--- config.mk ---
export PLATFORM = sky130hd
export DESIGN_NAME = hazard_controller
export DESIGN_NICKNAME = d
export VERILOG_FILES = /design/src/rtl/hazard_controller.sv
export SDC_FILE = /design/constraint.sdc
export NUM_CORES = 1
export LEC_CHECK = 0
export ABC_AREA = 1
export CAP_MARGIN = 40
export CORE_MARGIN = 1.5
export CORE_UTILIZATION = 30
export CTS_CLUSTER_DIAMETER = 40
export CTS_CLUSTER_SIZE = 16
export DETAILED_ROUTE_END_ITERATION = 8
export PLACE_DENSITY = 0.56
export REMOVE_ABC_BUFFERS = 1
export SLEW_MARGIN = 20
export SYNTH_ARGS = -nofsm -noshare
export SYNTH_HDL_FRONTEND = slang
export SYNTH_SLANG_ARGS = --single-unit
--- constraint.sdc ---
create_clock -name clk_i -period 2.91 [get_ports clk_i]
set_input_delay 0.291 -clock clk_i [delete_from_list [all_inputs] [get_ports clk_i]]
set_output_delay 0.291 -clock clk_i [all_outputs]
set_load 0.05 [all_outputs]
--- src/rtl/hazard_controller.sv ---
// Pipeline hazard controller: load-use bubbles, branch flushes and data-memory waits,
// with saturating stall/flush statistics and a sticky memory-timeout flag.
module hazard_controller (
  input  logic        clk_i,
  input  logic        rst_i,
  input  logic [4:0]  IDRegRs_i,
  input  logic [4:0]  IDRegRt_i,
  input  logic        EXMemRead_i,
  input  logic [4:0]  EXRegRt_i,
  input  logic        Branch_i,
  input  logic        MEMMemReq_i,
  input  logic        MemAck_i,
  input  logic        clr_i,
  output logic        PCWrite_o,
  output logic        IFIDWrite_o,
  output logic        IDEXBubble_o,
  output logic        IFIDFlush_o,
  output logic        PipeHold_o,
  output logic [1:0]  State_o,
  output logic [15:0] StallCycles_o,
  output logic [7:0]  FlushCount_o,
  output logic        MemTimeout_o
);

  typedef enum logic [1:0] {
    RUN      = 2'b00,
    LU_STALL = 2'b01,
    MEM_WAIT = 2'b10,
    ILLEGAL  = 2'b11
  } state_t;

  state_t     state, nextState;
  logic       memStall, loadUse;
  logic       pcWr, ifIdWr, bubble, flush, hold;
  logic [7:0] waitCnt;

  assign memStall = MEMMemReq_i & ~MemAck_i;
  assign loadUse  = EXMemRead_i & (EXRegRt_i != 5'd0) &
                    ((EXRegRt_i == IDRegRs_i) | (EXRegRt_i == IDRegRt_i));

  always_ff @(posedge clk_i or negedge rst_i) begin
    if (!rst_i) state <= RUN;
    else        state <= nextState;
  end

  // LU_STALL (and the unreachable 2'b11) ignore loadUse, so one bubble per load
  always_comb begin
    nextState = RUN;
    pcWr      = 1'b1;
    ifIdWr    = 1'b1;
    bubble    = 1'b0;
    flush     = 1'b0;
    hold      = 1'b0;
    if (memStall) begin
      hold      = 1'b1;
      pcWr      = 1'b0;
      ifIdWr    = 1'b0;
      nextState = MEM_WAIT;
    end else if (loadUse && (state == RUN || state == MEM_WAIT)) begin
      pcWr      = 1'b0;
      ifIdWr    = 1'b0;
      bubble    = 1'b1;
      nextState = LU_STALL;
    end else if (Branch_i) begin
      flush     = 1'b1;
    end
  end

  assign PCWrite_o    = rst_i & pcWr;
  assign IFIDWrite_o  = rst_i & ifIdWr;
  assign IDEXBubble_o = rst_i & bubble;
  assign IFIDFlush_o  = rst_i & flush;
  assign PipeHold_o   = rst_i & hold;
  assign State_o      = state;

  // Wait counter saturates so a very long wait never re-arms from zero
  always_ff @(posedge clk_i or negedge rst_i) begin
    if (!rst_i)
      waitCnt <= 8'd0;
    else if (state == MEM_WAIT && memStall)
      waitCnt <= (waitCnt == 8'hFF) ? waitCnt : waitCnt + 8'd1;
    else
      waitCnt <= 8'd0;
  end

  always_ff @(posedge clk_i or negedge rst_i) begin
    if (!rst_i) begin
      StallCycles_o <= 16'd0;
      FlushCount_o  <= 8'd0;
      MemTimeout_o  <= 1'b0;
    end else if (clr_i) begin
      StallCycles_o <= 16'd0;
      FlushCount_o  <= 8'd0;
      MemTimeout_o  <= 1'b0;
    end else begin
      if (!pcWr && StallCycles_o != 16'hFFFF) StallCycles_o <= StallCycles_o + 16'd1;
      if (flush && FlushCount_o != 8'hFF)     FlushCount_o  <= FlushCount_o + 8'd1;
      if (waitCnt == 8'hFF && memStall)       MemTimeout_o  <= 1'b1;
    end
  end

endmodule
### Word-level counts from Yosys, hierarchy flattened

Index checks and enable logic that the tools add are counted.
W data, S select, Z words.

* bits in registers: 35
* input bits: 22
* output and inout port bits: 32

* $add $sub $neg: 3
* equal/unequal tests: 7
* multiplexer cells: 18
* bitwise operators: 9
* reduce and logical (&&, ||, !) cells: 12

Operator list (count)
* $mux W16: 2
* $mux W8: 4
* $add A16 B1 Y16 const B: 1
* $add A8 B1 Y8 const B: 2
* $ne A16 B16 Y1 const B: 1
* $mux W1: 11
* $eq A5 B5 Y1: 2
* $eq A8 B8 Y1 const B: 1
* $ne A8 B8 Y1 const B: 1
* $and A1 B1 Y1: 7
* $reduce_bool A2 Y1: 3
* $logic_and A1 B1 Y1: 5
* $reduce_bool A5 Y1: 1
* $eq A2 B2 Y1 const B: 1
* $logic_not A2 Y1: 1
* $mux W2: 1
* $ne A2 B2 Y1 const B: 1
* $logic_not A1 Y1: 1
* $logic_or A1 B1 Y1: 1
* $not A1 Y1: 1
* $or A1 B1 Y1: 1

### Depth between registers and ports, before layout

Gate-level depths: netlist of the first run.

* depth after elaboration: 10
* gate-level depth with buffers: 12

### Least setup slack after synthesis of the first run

OpenSTA, ideal clock, no wires.

* path type: register to output
* from: register state[0] (netlist: State_o[0])
* to: output IFIDFlush_o
* data arrival time: 2.310 ns
* setup slack: 0.309 ns
* cell stages (with the launch flop): 8
* path buffers: 1
* path through: dfrtp_1 -> inv_1 -> nand3_1 -> inv_1 -> nand2_2 -> nand2_2 -> buf_2 -> nor3_1

* longest elaborated chain between the ends: 6

Ends and longest elaborated chain
* start: declaration: RTL line 32 `state_t state, nextState;`
* start signal: assignment: RTL line 43 `else state <= nextState;`
* $eq A2 B2 Y1 or $logic_not A2 Y1 (tied branches): RTL line 59 `end else if (loadUse && (state == RUN || state == MEM_WAIT)) begin`
* $logic_or A1 B1 Y1 *: RTL line 59
* $logic_and A1 B1 Y1 *: RTL line 59
* $mux W1 *: RTL line 59
* $mux W1 *: RTL line 54 `if (memStall) begin`
* $and A1 B1 Y1 *: RTL line 72 `assign IFIDFlush_o = rst_i & flush;`
* end: declaration: RTL line 17 `output logic IFIDFlush_o,`

Mark *: on every way between the ends. The rest lies on a longest branch, timed or not.

### Worst setup path after layout of the first run

* from: input MEMMemReq_i
* to: output PipeHold_o

* longest elaborated chain between the ends: 3

Ends and longest elaborated chain
* start: declaration: RTL line 11 `input logic MEMMemReq_i,`
* $and A1 B1 Y1: RTL line 37 `assign memStall = MEMMemReq_i & ~MemAck_i;`
* $mux W1: RTL line 54
* net hold: RTL line 34 `logic pcWr, ifIdWr, bubble, flush, hold;`
* $and A1 B1 Y1: RTL line 73 `assign PipeHold_o = rst_i & hold;`
* end: declaration: RTL line 18 `output logic PipeHold_o,`

The timed path passes the listed nets, and every way through them passes these cells.

==> summary.md, run 1 <==
| Metric | Value |
|---|---|
| Max rail drop VDD | `0.2237 mV` |
| Leakage power | `between 1.5 and 2 nW` |
| Count leader, synth | `nand2_1` |
| Buffers on Ports | `53` |
| Min-Delay Path Class | `in2async` |
| Drt wl/cell | `12.17 µm` |
| Mean Syn Cell Area | `7.038 µm²` |
| Die H | `91.13 µm` |
| Synth cell count leaders | `nand2_1 (85), inv_1 (42), nand3_1 (42), nor2_1 (39), dfrtp_1 (35)` |
| # fillers | `just under 800` |
| Crit path kind | `in2out` |
| Multi-input logic area | `between 0.001 and 0.0015 mm²` |
| Setup TNS | `0 ns` |
| Hpwl dp | `roughly 4.3 mm` |
| H-Tree Depth | `2` |
| Tot GR Track Use | `0.1528` |
| TritonCTS Buffers | `5` |
| Slew Limit Fails | `0` |
| Register area | `875.8 µm²` |
| Ys async rst share | `1.000` |
| Critical Path Source Type | `primary input` |
| Req. time, crit path | `~2.6 ns` |
| Clock latency on the worst-skew pair | `0.29 ns` |
| First drt pass iteration count | `4` |
| Final Net Count | `410` |
| Core area | `0.007370 mm²` |
| Normalized max-slew margin | `0.6533` |
| Post-layout power | `approximately 1.2 mW` |
| Clk sinks | `35` |
| Share of cells above drive strength 1 | `0.08031` |
| Synth area leader | `dfrtp_1` |
| Period minus WS final | `approximately 2.4 ns` |
| Clk buf depth | `2` |
| CTS Hold Bufs | `0` |
| Synth top area share | `0.3759` |
| Setup Fix Bufs, Post-CTS | `0` |
| Routability Congestion | `about 0.83` |
| CTS resizes | `0` |
| Register area share after synthesis | `0.3759` |
| Post-Synthesis Cells | `331` |
| Fin crit share | `0.8185` |
| Root buffer cell | `clkbuf_8` |
| DRT iter0 DRCs | `85` |
| Max Cap Viol | `0` |
| Hold_ws | `0.05120 ns` |
| Synth Flop Type | `dfrtp_1` |
| Via count | `2275` |
| CTS tree | `built` |
| Largest net degree at the start of global routing | `38` |
| Synth-to-Final Area Change | `32.81%` |
| Final Util | `0.4199` |
| Die area | `a little over 0.008 mm²` |
| Yosys reg bits | `35` |
| Status | `complete, no violations` |
| Clock slew at reported path FFs | `approximately 0.08 ns` |
| Post-synth EDFFs | `0` |
| First-pass GRT wire length | `about 10 mm` |
| N_diodes | `0` |
| Rows | `31` |
| Initial antenna violation count | `0` |
| Detailed-route wire length | `5.904 mm` |
| Yosys warnings | `0` |
| Max Fclk | `around 420 MHz` |
| Hold violation count in the final report | `0` |
| Starting density of the core | `0.3161` |
| Least-Margin Pin Slew | `slightly above 0.5 ns` |
| RSZ-0062 raised after global routing | `no` |
| Overflow left after global routing | `0` |
| Final setup fails | `0` |
| Vias per cell | `4.691` |
| Clk_skew | `0.004702 ns` |
| CP max FO | `5` |
| Synth area leaders | `dfrtp_1 (38%), nand2_1 (14%), nand3_1 (9.0%), inv_1 (6.8%), nor2_1 (6.3%)` |
| Synth Cell Area | `between 0.002 and 0.0025 mm²` |
| Die X | `91.13 µm` |
| Vias in the first global route | `roughly 2.2k` |
| Netlist cell types | `30` |
| Power Density | `approximately 390 mW/mm²` |
| Arr. time, crit path | `about 2.1 ns` |
| Post-route ant nets | `0` |
| # DRC | `0` |
| Number of I/O pins | `between 50 and 60` |
| CP Capture Type | `output port` |
placed cells by master, fill, tap and decap left out, drive strengths merged:
master,count
a31oi,1
inv,46
nor3,7
clkinv,4
nand4,21
xor2,11
clkdlybuf4s50,48
a211oi,1
bufinv,1
buf,8
dfrtp,35
nand3,44
o21a,1
o21bai,1
ha,3
o21ai,4
a221oi,1
nor2,41
a21oi,4
nor3b,1
xnor2,7
clkbuf,5
nand2,91
registers in the layout, indices dropped and copies added, names as in the netlist:
signal         count
FlushCount_o       8
MemTimeout_o       1
StallCycles_o     16
State_o            2
waitCnt            8
worst max-delay path: stages:
cell and delay (ns):
clkdlybuf4s50_1 0.45, inv_1 0.04, nor2_1 0.29, inv_2 0.11
nor2_1 0.11, clkdlybuf4s50_1 0.80
per-stage QoR:
stage | cell area (µm²) | setup slack [ns] | instances
final | 3094 | 0.5281 | 485
after global routing | 3094 | 0.4231 | 485
after CTS | 3094 | 0.5197 | 485
after detailed placement | 2982 | 0.5211 | 477
after global placement | 2982 | 0.5964 | 477
after floorplan | 2282 | 0.1856 | 322
where the power goes:
group / internal [mW] / total, mW / switching [mW]
clock: 0.255 / 0.450 / 0.195
sequential: 0.502 / 0.521 / 0.0189
combinational: 0.0843 / 0.221 / 0.137
total: 0.842 / 1.19 / 0.351
logic make-up after synthesis:
group	Yosys count	share of synthesized area
xor gates and xnor gates	18	0.06767
and+or+nand+nor	205	0.4092
DFF	35	0.3759
adders and majority gates	3	0.01611
AOI/OAI and AO/OA	13	0.03330
buffers and inverters	57	0.09775
metal layers:
metal	routed length [µm]	vias to the layer above	GRT usage
li1	-	1168	-
met1	2898	1045	0.2026
met2	2710	60	0.2475
met3	258	2	0.03183
met4	37	0	0.04818
met5	0	-	0
layout make-up:
cell class,instances,share of cell area
clock buffer,5,0.02224
sequential,35,0.2831
multi-input combinational,239,0.3963
clock inverter,3,0.01415
timing repair buffer,56,0.1860
inverter,48,0.05823
tap,99,0.04003
worst paths after layout:
kind | start | end | slack (ns) | depth (start not counted)
max | MEMMemReq_i | PipeHold_o | 0.53 | 6
min | rst_i | MemTimeout_o | 0.05 | 2
max reg2reg | FlushCount_o[0] | FlushCount_o[1] | 0.96 | 10
min reg2reg | MemTimeout_o | MemTimeout_o | 0.49 | 1
max in group asynchronous | rst_i | StallCycles_o[14] | 2.52 | 2
min in group clk_i | MemTimeout_o | MemTimeout_o | 0.49 | 1
Note: power is estimated with default switching activity, not from simulation.
==> run 2: changes to the inputs <==
==> constraint.sdc (replaced) <==
create_clock -name clk_i -period 2.2 [get_ports clk_i]
set_input_delay 0.22 -clock clk_i [delete_from_list [all_inputs] [get_ports clk_i]]
set_output_delay 0.22 -clock clk_i [all_outputs]
set_load 0.05 [all_outputs]
==> run 2 against run 1 <==
Net effect: non-clock buffer count grew 4; clock skew grew 0.0043 ns; combinational power grew 35%; global-route usage shrank 0.30 points; flip-flop and latch count is the same; clock power grew 16%; final area grew 1.5%; hold slack gained 0.45 ns; total power grew 27%; critical path depth grew 3; core utilization grew 0.61 points; routed wire length shrank 2.6%; critical path type unchanged; largest power group unchanged; highest routed layer unchanged.
==> summary.md, run 2 (synthesis gave the netlist of run 1 again) <==
| Metric | Value |
|---|---|
| Routability Congestion | `~0.84` |
| Synth-to-Final Area Change | `34.75%` |
| Root buffer cell | `clkbuf_8` |
| Power Density | `slightly below 500 mW/mm²` |
| Vias per cell | `4.638` |
| Status | `complete, no violations` |
| Worst path slowest cell | `clkdlybuf4s50_1` |
| Arr. time, crit path | `between 1.5 and 2 ns` |
| CP bufs+invs | `3` |
| Post-route ant nets | `0` |
| Tot GR Track Use | `0.1498` |
| Drt wl/cell | `between 10 and 15 µm` |
| Clk sinks | `35` |
| Largest register FFs | `16` |
| Multi-input logic area | `around 0.0012 mm²` |
| CP Capture Type | `output port` |
| CP delay by family, top | `simple AND/OR/NAND/NOR gates` |
| Core area | `between 0.007 and 0.008 mm²` |
| Min-Delay Path Class | `reg2reg` |
| Fin crit share | `0.9218` |
| Register area | `just under 900 µm²` |
| Critical Path Source Type | `primary input` |
| Final setup fails | `0` |
| Initial antenna violation count | `0` |
| RSZ-0062 raised after global routing | `no` |
| Buffers on Ports | `53` |
| Crit path kind | `in2out` |
| Final Util | `0.4260` |
| First drt pass iteration count | `4` |
| Top Registers | `StallCycles_o: 16 flops, FlushCount_o: 8 flops, waitCnt: 8 flops` |
| DRT iter0 DRCs | `slightly above 90` |
| Period minus WS final | `roughly 2.0 ns` |
| Least-Margin Pin Slew | `approximately 0.52 ns` |
| Die area | `about 0.0083 mm²` |
| N_diodes | `0` |
| Detailed-route wire length | `approximately 5.8 mm` |
| R2r worst-path depth | `10` |
| Die H | `a little over 90 µm` |
| CP max FO | `4` |
| Largest net degree at the start of global routing | `36` |
| Reg with most FFs | `StallCycles_o` |
| Clk buf depth | `2` |
| TritonCTS Buffers | `5` |
| Clock latency on the worst-skew pair | `approximately 0.29 ns` |
| Slew Limit Fails | `0` |
| Most frequent cells in the layout | `nand2_1 (84), clkdlybuf4s50_1 (47), inv_1 (42), nand3_1 (42), nor2_1 (39)` |
| Normalized max-slew margin | `0.6531` |
| Clk_skew | `about 0.0090 ns` |
| First-pass GRT wire length | `between 10 and 15 mm` |
| Final Net Count | `414` |
| # DRC | `0` |
| Number of I/O pins | `54` |
| Vias in the first global route | `between 2k and 2.5k` |
| Pre-CTS WS | `roughly 0.15 ns` |
| CTS tree | `built` |
| Rows | `31` |
| Hpwl dp | `~4.3 mm` |
| Max rail drop VDD | `roughly 0.20 mV` |
| Final worst slack | `about 0.17 ns` |
| Via count | `about 2.3k` |
| H-Tree Depth | `2` |
| CP max stage delay | `0.47 ns` |
| Overflow left after global routing | `0` |
| Max Cap Viol | `0` |
| Share of cells above drive strength 1 | `0.08974` |
| Max Fclk | `about 490 MHz` |
| Die X | `between 90 and 100 µm` |
| Most common cell after layout, fill and taps aside | `nand2_1` |
| Hold violation count in the final report | `0` |
| Post-layout power | `1.513 mW` |
| CP Depth | `9` |
| # fillers | `just under 800` |
| Setup TNS | `0 ns` |
| Req. time, crit path | `about 2 ns` |
| Clock slew at reported path FFs | `around 0.07 ns` |
| Leakage power | `1.560 nW` |
| Crit path cell chain | `clkdlybuf4s50_1 > nor3_1 > nand3_1 > nand3_1 > inv_1 > nand2_2 > nand2_2 > nor3_1 > buf_12` |
| Hold-critical path depth | `1` |
| Starting density of the core | `0.3161` |
## run 2: cell types whose count changed in the layout (fill, tap and decap cells not counted), sizes merged
cell,before,now
buf,8,12
clkbuf,5,8
clkinv,4,2
bufinv,1,0
clkdlybuf4s50,48,47
dlygate4sd3,0,1
## run 2: report_power, final
group / switching, mW / leakage (nW) / total, mW / internal, mW
Sequential: 0.0257 / 0.484 / 0.691 / 0.665
Combinational: 0.180 / 1.03 / 0.299 / 0.119
Clock: 0.237 / 0.0515 / 0.523 / 0.286
Total: 0.442 / 1.56 / 1.51 / 1.07
## run 2: cell type report
class,count,area share
Inverter,48,0.05739
Clock buffer,8,0.03189
Sequential cell,35,0.2790
Tap cell,99,0.03946
Multi-Input combinational cell,239,0.3914
Timing Repair Buffer,60,0.2009
## run 2: worst reg2reg max path: stages (launching register included)
cell     delay, ns
dfrtp_1       0.43
ha_1          0.21
inv_1         0.05
nor2_1        0.17
nand3_1       0.12
nor2_1        0.17
a21oi_1       0.11
nand3_2       0.21
nand2_2       0.18
nand2_1       0.10
nand2_1       0.05
## run 2: metal layers
layer / GRT usage / vias up / routed length, µm / share of wire
li1: - / 1178 / - / -
met1: 0.1924 / 1051 / 2724 / 0.47
met2: 0.2500 / 32 / 2788 / 0.48
met3: 0.03183 / 7 / 162 / 0.028
met4: 0.04688 / 0 / 76 / 0.013
met5: 0 / - / 0 / 0
## run 2: per-stage QoR
| stage | cells | hold slack (ns) | cell area (µm²) |
|---|---|---|---|
| floorplan | 322 | -0.07559 | 2282 |
| finish | 489 | 0.5009 | 3139 |
| global placement | 480 | 0.3076 | 3027 |
| global route | 489 | 0.5350 | 3139 |
| detailed placement | 480 | 0.3103 | 3027 |
| CTS | 489 | 0.5078 | 3137 |
## run 2: final timing paths
| path | from | end | slack, ns |
|---|---|---|---|
| max | EXRegRt_i[4] | IFIDFlush_o | 0.17 |
| min reg2reg | waitCnt[0] | waitCnt[0] | 0.50 |
| min in group asynchronous | rst_i | waitCnt[2] | 0.52 |
| max reg2reg | FlushCount_o[0] | FlushCount_o[3] | 0.29 |
| min | waitCnt[0] | waitCnt[0] | 0.50 |
| max in group asynchronous | rst_i | StallCycles_o[15] | 1.35 |
## run 2: repair_timing
action                                  in CTS  in global routing
hold buffers                                 1                  0
setup buffers                                0                  0
endpoints found under the setup margin       0                  8
gates resized for setup                      0                  1
hold endpoints to repair                    18                  0
==> run 3: changes to the inputs <==
--- a/config.mk
+++ b/config.mk
@@ -12,6 +12,7 @@
 export CTS_CLUSTER_DIAMETER = 40
 export CTS_CLUSTER_SIZE = 16
 export DETAILED_ROUTE_END_ITERATION = 8
+export HOLD_SLACK_MARGIN = 0.03
 export PLACE_DENSITY = 0.56
 export REMOVE_ABC_BUFFERS = 1
 export SLEW_MARGIN = 20
==> results of run 3 <==
Final layout, timing and power as in run 2 (identical DEF).
